[src/rtl/acc_cpu_core.sv]
// acc_cpu_core: multi-cycle accumulator CPU with A/B registers, Z/C flags
// and a registered single-port memory interface.
module acc_cpu_core #(
    parameter int DATA_W = 8,
    parameter int ADDR_W = 8,
    parameter logic [ADDR_W-1:0] RESET_PC = '0
) (
    input  logic              clk,
    input  logic              rst_n,
    input  logic [DATA_W-1:0] data_in,
    output logic [ADDR_W-1:0] addr,
    output logic [DATA_W-1:0] data_out,
    output logic              we,
    output logic              halted,
    output logic              flag_z,
    output logic              flag_c,
    output logic [DATA_W-1:0] acc
);

    localparam logic [2:0] S_FETCH   = 3'd0;
    localparam logic [2:0] S_DECODE  = 3'd1;
    localparam logic [2:0] S_OPERAND = 3'd2;
    localparam logic [2:0] S_MEM_RD  = 3'd3;
    localparam logic [2:0] S_STORE   = 3'd4;
    localparam logic [2:0] S_HALT    = 3'd5;

    logic [2:0]        state;
    logic [ADDR_W-1:0] pc;
    logic [DATA_W-1:0] b;
    logic [7:0]        inst;

    logic [7:0]        op;
    logic [DATA_W:0]   wide;
    logic [DATA_W-1:0] res;
    logic [DATA_W-1:0] b_n;
    logic              z_n;
    logic              c_n;
    logic              two_word;
    logic [ADDR_W-1:0] pc_inc;
    logic [ADDR_W-1:0] opr_addr;

    assign pc_inc   = pc + ADDR_W'(1);
    assign opr_addr = ADDR_W'(data_in);

    // One-word ops resolve combinationally from the word on data_in.
    always_comb begin
        op       = data_in[7:0];
        wide     = '0;
        res      = acc;
        b_n      = b;
        z_n      = flag_z;
        c_n      = flag_c;
        two_word = 1'b0;
        case (op)
            8'h01, 8'h02, 8'h03, 8'h04,
            8'h20, 8'h21, 8'h22: two_word = 1'b1;
            8'h05: b_n = acc;
            8'h10: begin
                wide = {1'b0, acc} + {1'b0, b};
                res  = wide[DATA_W-1:0];
                c_n  = wide[DATA_W];
            end
            8'h11: begin
                wide = {1'b0, acc} - {1'b0, b};
                res  = wide[DATA_W-1:0];
                c_n  = wide[DATA_W];
            end
            8'h12: begin
                c_n = acc[DATA_W-1];
                res = {acc[DATA_W-2:0], 1'b0};
            end
            8'h13: begin
                c_n = acc[0];
                res = {1'b0, acc[DATA_W-1:1]};
            end
            8'h14: res = acc & b;
            8'h15: res = acc | b;
            8'h16: res = acc ^ b;
            8'h17: res = ~acc;
            default: ;
        endcase
        if (op[7:3] == 5'b00010) begin
            z_n = (res == '0);
        end
    end

    always_ff @(posedge clk) begin
        if (!rst_n) begin
            state    <= S_FETCH;
            pc       <= RESET_PC;
            addr     <= RESET_PC;
            acc      <= '0;
            b        <= '0;
            inst     <= '0;
            flag_z   <= 1'b0;
            flag_c   <= 1'b0;
            data_out <= '0;
            we       <= 1'b0;
            halted   <= 1'b0;
        end else begin
            case (state)
                S_FETCH: state <= S_DECODE;
                S_DECODE: begin
                    inst <= op;
                    pc   <= pc_inc;
                    addr <= pc_inc;
                    if (op == 8'hFF) begin
                        state  <= S_HALT;
                        halted <= 1'b1;
                    end else if (two_word) begin
                        state <= S_OPERAND;
                    end else begin
                        acc    <= res;
                        b      <= b_n;
                        flag_z <= z_n;
                        flag_c <= c_n;
                        state  <= S_FETCH;
                    end
                end
                S_OPERAND: begin
                    pc    <= pc_inc;
                    addr  <= pc_inc;
                    state <= S_FETCH;
                    case (inst)
                        8'h01: begin
                            acc    <= data_in;
                            flag_z <= (data_in == '0);
                        end
                        8'h02: b <= data_in;
                        8'h03: begin
                            addr  <= opr_addr;
                            state <= S_MEM_RD;
                        end
                        8'h04: begin
                            addr     <= opr_addr;
                            data_out <= acc;
                            we       <= 1'b1;
                            state    <= S_STORE;
                        end
                        8'h20: begin
                            pc   <= opr_addr;
                            addr <= opr_addr;
                        end
                        8'h21: if (flag_z) begin
                            pc   <= opr_addr;
                            addr <= opr_addr;
                        end
                        8'h22: if (flag_c) begin
                            pc   <= opr_addr;
                            addr <= opr_addr;
                        end
                        default: ;
                    endcase
                end
                S_MEM_RD: begin
                    acc    <= data_in;
                    flag_z <= (data_in == '0);
                    addr   <= pc;
                    state  <= S_FETCH;
                end
                S_STORE: begin
                    we    <= 1'b0;
                    addr  <= pc;
                    state <= S_FETCH;
                end
                S_HALT: begin
                    we     <= 1'b0;
                    halted <= 1'b1;
                end
                default: state <= S_FETCH;
            endcase
        end
    end

endmodule
[config.mk]
export PLATFORM = sky130hd
export DESIGN_NAME = acc_cpu_core
export DESIGN_NICKNAME = d
export VERILOG_FILES = /design/src/rtl/acc_cpu_core.sv
export SDC_FILE = /design/constraint.sdc
export NUM_CORES = 1
export LEC_CHECK = 0
export ABC_AREA = 1
export BUFFER_PORTS_ARGS = -buffer_cell sky130_fd_sc_hd__buf_4
export CAP_MARGIN = 25
export CORE_MARGIN = 2
export CORE_UTILIZATION = 25
export DETAILED_ROUTE_END_ITERATION = 12
export GPL_ROUTABILITY_DRIVEN = 0
export GPL_TIMING_DRIVEN = 0
export PLACE_DENSITY = 0.44
export SLEW_MARGIN = 25
export SYNTH_ARGS = -nofsm -noshare
export SYNTH_HDL_FRONTEND = slang
export SYNTH_SLANG_ARGS = --single-unit
export TNS_END_PERCENT = 5
[constraint.sdc]
create_clock -name clk -period 6.04 [get_ports clk]
set_input_delay 1.208 -clock clk [delete_from_list [all_inputs] [get_ports clk]]
set_output_delay 1.208 -clock clk [all_outputs]
set_load 0.005 [all_outputs]
After elaboration in Yosys (flattened, before gate mapping)
Cells that the tools add are included.
{"block": "word_totals", "ff_bits": 55, "input_bits": 10, "output_inout_bits": 28, "word_cells": 109}
{"block": "classes", "add_sub_neg": 3, "n_eq_ne": 38, "mux": 31, "bitwise_logic": 6, "n_reduce_logical": 20}
{"operator": "8-bit one-hot mux with 3 select lines", "count": 4}
{"operator": "8-bit 2-to-1 mux", "count": 9}
{"operator": "8-bit by 5-bit equality test with 1-bit output, second input constant", "count": 8}
{"operator": "8-bit one-hot mux with 8 select lines", "count": 1}
{"operator": "8-bit by 6-bit equality test with 1-bit output, second input constant", "count": 6}
{"operator": "8-bit by 2-bit equality test with 1-bit output, second input constant", "count": 4}
{"operator": "8-bit one-hot mux with 2 select lines", "count": 2}
{"operator": "8-bit by 3-bit equality test with 1-bit output, second input constant", "count": 3}
{"operator": "8-bit by 1-bit equality test with 1-bit output, second input constant", "count": 2}
{"operator": "8-bit logical NOT", "count": 2}
{"operator": "3-bit one-hot mux with 4 select lines", "count": 1}
{"operator": "5-bit AND reduction", "count": 2}
{"operator": "8-bit by 8-bit adder with 9-bit output", "count": 1}
{"operator": "8-bit by 8-bit subtractor with 9-bit output", "count": 1}
{"operator": "8-bit by 1-bit adder with 8-bit output, second input constant", "count": 1}
{"operator": "8-bit bitwise AND", "count": 1}
{"operator": "8-bit equality test, second input constant", "count": 1}
{"operator": "2-bit by 1-bit != test with 1-bit output, second input constant", "count": 4}
{"operator": "2-bit != test, second input constant", "count": 4}
{"operator": "8-bit inverter", "count": 1}
{"operator": "8-bit OR", "count": 1}
{"operator": "4-bit AND reduction", "count": 2}
{"operator": "8-bit XOR", "count": 1}
{"operator": "1-bit 2-to-1 mux", "count": 7}
{"operator": "other kinds (19)", "count": 29}

Depth between registers and ports, before layout
{"block": "logic_depth", "depth_word": 7, "ltp_mapped": 17, "ltp_nobuf": 17}

Worst setup path before layout
OpenSTA, ideal clock, no wires.
{"block": "synth_path", "path_kind": "input to register", "start": "in data_in[5]", "end": "reg flag_z", "setup_ns": 0.117, "t_arrival_ns": 2.426, "required_ns": 5.923, "path_slack_ns": 3.497, "cell_stages": 14, "path_buffers": 2, "path_cell_list": "buf_4 inv_2 nand2_2 nor2_4 buf_6 nand2_1 o21ai_0 nor2_1 nand3_1 nor2_1 nand3_1 nor2_1 nor2_1 nor2_1"}
{"block": "synth_via", "elab_chain_cells": 7, "word_cells_on_any_way": 31, "cone_classes": "20 x eq/ne; 7 x mux; 4 x reduce/logical"}
{"element": "start: declaration", "line": "10", "source": "input logic [DATA_W-1:0] data_in,"}
{"element": "8-bit by 5-bit equality test with 1-bit output, on equally long branches"}
{"element": "8-bit one-hot mux with 8 select lines", "line": "54", "source": "case (op)"}
{"element": "8-bit logical NOT", "line": "83", "source": "z_n = (res == '0);"}
{"element": "1-bit 2-to-1 mux", "line": "82", "source": "if (op[7:3] == 5'b00010) begin"}
{"element": "1-bit 2-to-1 mux", "line": "110", "source": "end else if (two_word) begin"}
{"element": "1-bit 2-to-1 mux", "line": "107", "source": "if (op == 8'hFF) begin"}
{"element": "1-bit one-hot mux with 3 select lines", "line": "101", "source": "case (state)"}
{"element": "end signal: assignment", "line": "115", "source": "flag_z <= z_n;"}
{"element": "end signal: assignment", "line": "127", "source": "flag_z <= (data_in == '0);"}
{"element": "end signal: assignment", "line": "157", "source": "flag_z <= (data_in == '0);"}
{"element": "end: declaration", "line": "15", "source": "output logic flag_z,"}
Several ways; a longest one is shown, not always the timed one. The select of a mux whose other input is x is not followed.
A chain may end at the register's enable or synchronous reset.

Worst setup path after layout
{"block": "layout_path", "start": "reg acc[1]", "end": "reg flag_z"}
{"block": "layout_via", "elab_chain_cells": 7, "word_cells_on_any_way": 12, "cone_classes": "2 x add/sub; 5 x mux; 4 x bitwise; 1 x reduce/logical"}
{"element": "start: declaration", "line": "17", "source": "output logic [DATA_W-1:0] acc"}
{"element": "start signal: assignment", "line": "113", "source": "acc <= res;"}
{"element": "start signal: assignment", "line": "126", "source": "acc <= data_in;"}
{"element": "start signal: assignment", "line": "156", "source": "acc <= data_in;"}
{"element": "8-bit by 8-bit subtractor with 9-bit output, or another cell as far along", "line": "64", "source": "wide = {1'b0, acc} - {1'b0, b};"}
{"element": "8-bit one-hot mux with 8 select lines (*)", "line": "54"}
{"element": "8-bit logical NOT (*)", "line": "83"}
{"element": "1-bit 2-to-1 mux (*)", "line": "82"}
{"element": "1-bit 2-to-1 mux (*)", "line": "110"}
{"element": "1-bit 2-to-1 mux (*)", "line": "107"}
{"element": "1-bit one-hot mux with 3 select lines (*)", "line": "101"}
Every way passes the cells marked *; elsewhere a longest branch is shown, timed or not. The select of a mux whose other input is x is not followed.

==> impl_metrics.ini <==
[power_and_ir_drop]
peakVddDrop_uv = 94.6
p_leak_nw = 2.44
power.switching_w = 0.000367
power_density_nw_per_um2 = 184
p_int_w = 0.000630
p_sw_share_pct = 36.8
comb_power_share_pct = 27.5
clockPowerShare_pct = 31.3
p_seq_share_pct = 41.2
power.total_w = 0.000997

[timing]
relSlewSlack_pct = 52.9
rsz0062_at_grt = no
period_share_pct = 48.9
setup_viol = 0
final_max_slew_viol_count = 0
worst_slew_pin_slew_ps = 699
fin_crit_ps = 2950
max_clock_freq_mhz = 338
finClkSkew_ps = 14.6
tns_ps = 0
setup_slack_ps = 3090
finalHoldViolCount = 0

[setup_path]
rr_worst_depth = 13
critPathMaxFanout = 10
crit_path_end_kind = flip-flop
cp-start-kind = flip-flop
r2r-end = flag_z
rr_startpoint = acc[1]
cp-startpoint = acc[1]
required_ps = 6290
r2r_slack_ps = 3090
endpoint = flag_z
cp.arrival_ps = 3210
path_class = reg2reg

[route]
drt_wl_total_um = 18400
avgRoutedWirePerCell_um = 17.7
dr.max_layer_used = met4
drc = 0
wl_met3_um = 681
ant_nets = 0
dr.first_iter.drc_count = 331
vias = 5249
drt-met1-wl_um = 8780
viasPerCell = 5.06
dr.pass1.iters = 5
met2_length_um = 8530

[die]
pin_count = 38
initial_utilization_pct = 25.4
design.die.area_um2 = 20100
rows = 50
dieHeight_um = 142
die_w_um = 142
core_area_um2 = 18600

[global_routing]
grt_pass1_wl_um = 28200
antenna_found_initial = 0
grtUsageTotal_pct = 18.3
grt.overflow.total = 0
grt_start_max_net_pins = 18
grt_pass1_vias = 4965

[synthesis]
synth_top_area_cell = dfxtp_1
synth_seq_cells = 55
synth-simple-area-share_pct = 33.6
syn_area_um2 = 4730
synth_mux_area_share_pct = 0
synthTopCellsByArea = dfxtp_1 23%, nand2_1 13%, o21ai_0 9.3%
yosysMostFrequentCell = nand2_1
synth_xor_area_share_pct = 0.740
synth_cell_types = 46
synth_top_family_by_area = simple AND/OR/NAND/NOR gates
syn_area_per_cell_um2 = 6.20
synth_compound_area_share_pct = 23.2
yosysSeqAreaShare_pct = 23.3
postSynthCellCount = 764
yosysTopAreaCellShare_pct = 23.3
synth_edf_count = 0
syn_nets = 801
synth_ff_type = dfxtp_1
synthTopCellsByCount = 162 x nand2_1, 92 x inv_1, 88 x o21ai_0, 80 x a21oi_1, 63 x nand3_1
synthArstFlopShare_pct = 0
ys_warn_count = 0
synthAdderAreaFrac_pct = 7.45

[worst_hold_path]
hold_path_class = reg2reg

[placement]
dpl.hpwl_um = 14100
placed_area_um2 = 5270
dp_slack_ps = 2940
port_buffers = 32

[cts]
cts_resized = 0
cts_made_buffers = 5
cts_tree = yes
htreeDepth = 2
clk_latency_ps = 320
postCtsSetupRepairBufs = 0
clkTransAtPathRegs_ps = 80
cts_buffer_depth = 2
hold_buffers = 0
cts-root-buf = clkbuf_16
cts_sinks = 55

[finish]
n_antenna_cell = 0
final_area_um2 = 5410
n_fill_cell = 2129
syn_to_final_growth_pct = 14.3
nets = 840
final_util_pct = 29.0
drive_gt1_share_pct = 12.8

[run_status]
status = finished clean

[run]
cap_violations = 0
## power by group through the flow
stage                     logic (W)  registers, W  clock network [W]
after floorplan            0.000184      0.000410                  0
after CTS                  0.000273      0.000411           0.000320
after global placement     0.000272      0.000420                  0
after detailed placement   0.000271      0.000419                  0
final                      0.000274      0.000411           0.000313
after global routing       0.000307      0.000414           0.000333
## critical path, stage by stage (launching register included)
cell     delay (ps)
dfxtp_1         630
inv_1           220
ha_1            350
o21ai_0         570
nand3_1         140
nand3_1         120
nand2_1          70
nor2_1          100
nand3_1         110
nor2_1          190
nand2_1          70
nor2_1          160
nor2_1           70
nor2_1           80
## placed cells by master, fill, tap and decap left out, types with 3 or more instances in the layout
| master | netlist | layout |
|---|---|---|
| a211oi_1 | 3 | 3 |
| a21oi_1 | 80 | 80 |
| a31oi_1 | 5 | 5 |
| buf_2 | 7 | 7 |
| buf_4 | 7 | 39 |
| buf_6 | 3 | 3 |
| clkbuf_1 | 7 | 8 |
| clkbuf_16 | 0 | 5 |
| dfxtp_1 | 55 | 55 |
| ha_1 | 25 | 25 |
| inv_1 | 92 | 92 |
| inv_2 | 11 | 11 |
| inv_4 | 3 | 3 |
| nand2_1 | 162 | 162 |
| nand2_2 | 4 | 4 |
| nand3_1 | 63 | 63 |
| nand3_2 | 5 | 5 |
| nand3b_1 | 4 | 4 |
| nand4_1 | 14 | 14 |
| nor2_1 | 58 | 58 |
| nor2_2 | 7 | 7 |
| nor2_4 | 9 | 9 |
| nor3_1 | 7 | 7 |
| o211ai_1 | 3 | 3 |
| o21ai_0 | 88 | 88 |
| o21ai_1 | 11 | 11 |
| o22ai_1 | 3 | 3 |
## layout make-up
class                      instances  area [um2]  area share, %
clock inverter                     2        16.3          0.301
sequential                        55        1100           20.3
clock buffer                       6         129           2.38
tap                              234         293           5.41
buffer                            24         148           2.73
inverter                         106         405           7.49
timing repair buffer              32         240           4.44
multi-input combinational        579        3080           56.9
## sequential cells by signal, summed over array words and instances, names as in the netlist
signal / count
acc: 8
addr: 8
b: 8
data_out: 8
flag_c: 1
flag_z: 1
halted: 1
inst: 8
pc: 8
state: 3
we: 1
## logic make-up (layout without fill, tap and decap cells)
family          after synthesis  count (layout)
compound gates              206             206
buf+inv                     130             170
xor+xnor                      4               4
simple gates                342             342
flops                        55              55
fa+ha+maj                    27              27
## stage by stage
| step | cells | hold slack, ps |
|---|---|---|
| floorplan | 764 | 429 |
| global placement | 1030 | 448 |
| detailed placement | 1030 | 451 |
| CTS | 1038 | 461 |
| global route | 1038 | 492 |
| finish | 1038 | 458 |
## worst min-delay path by stage
stage / depth (start not counted) / from / endpoint / slack [ps]
6_report: 2 / inst[7] / inst[7] / 460
5_1_grt: 2 / inst[6] / inst[6] / 490
4_1_cts: 2 / inst[7] / inst[7] / 460
3_5_place_dp: 2 / inst[7] / inst[7] / 450
3_3_place_gp: 2 / inst[7] / inst[7] / 450
2_1_floorplan: 2 / inst[6] / inst[6] / 430
## per-layer routing
| layer | track usage, % | vias up |
|---|---|---|
| met5 | 0 | - |
| met3 | 2.29 | 30 |
| met2 | 30.1 | 129 |
| met4 | 5.37 | 0 |
| met1 | 25.2 | 2466 |
| li1 | - | 2624 |
(Power assumes the default switching activity.)
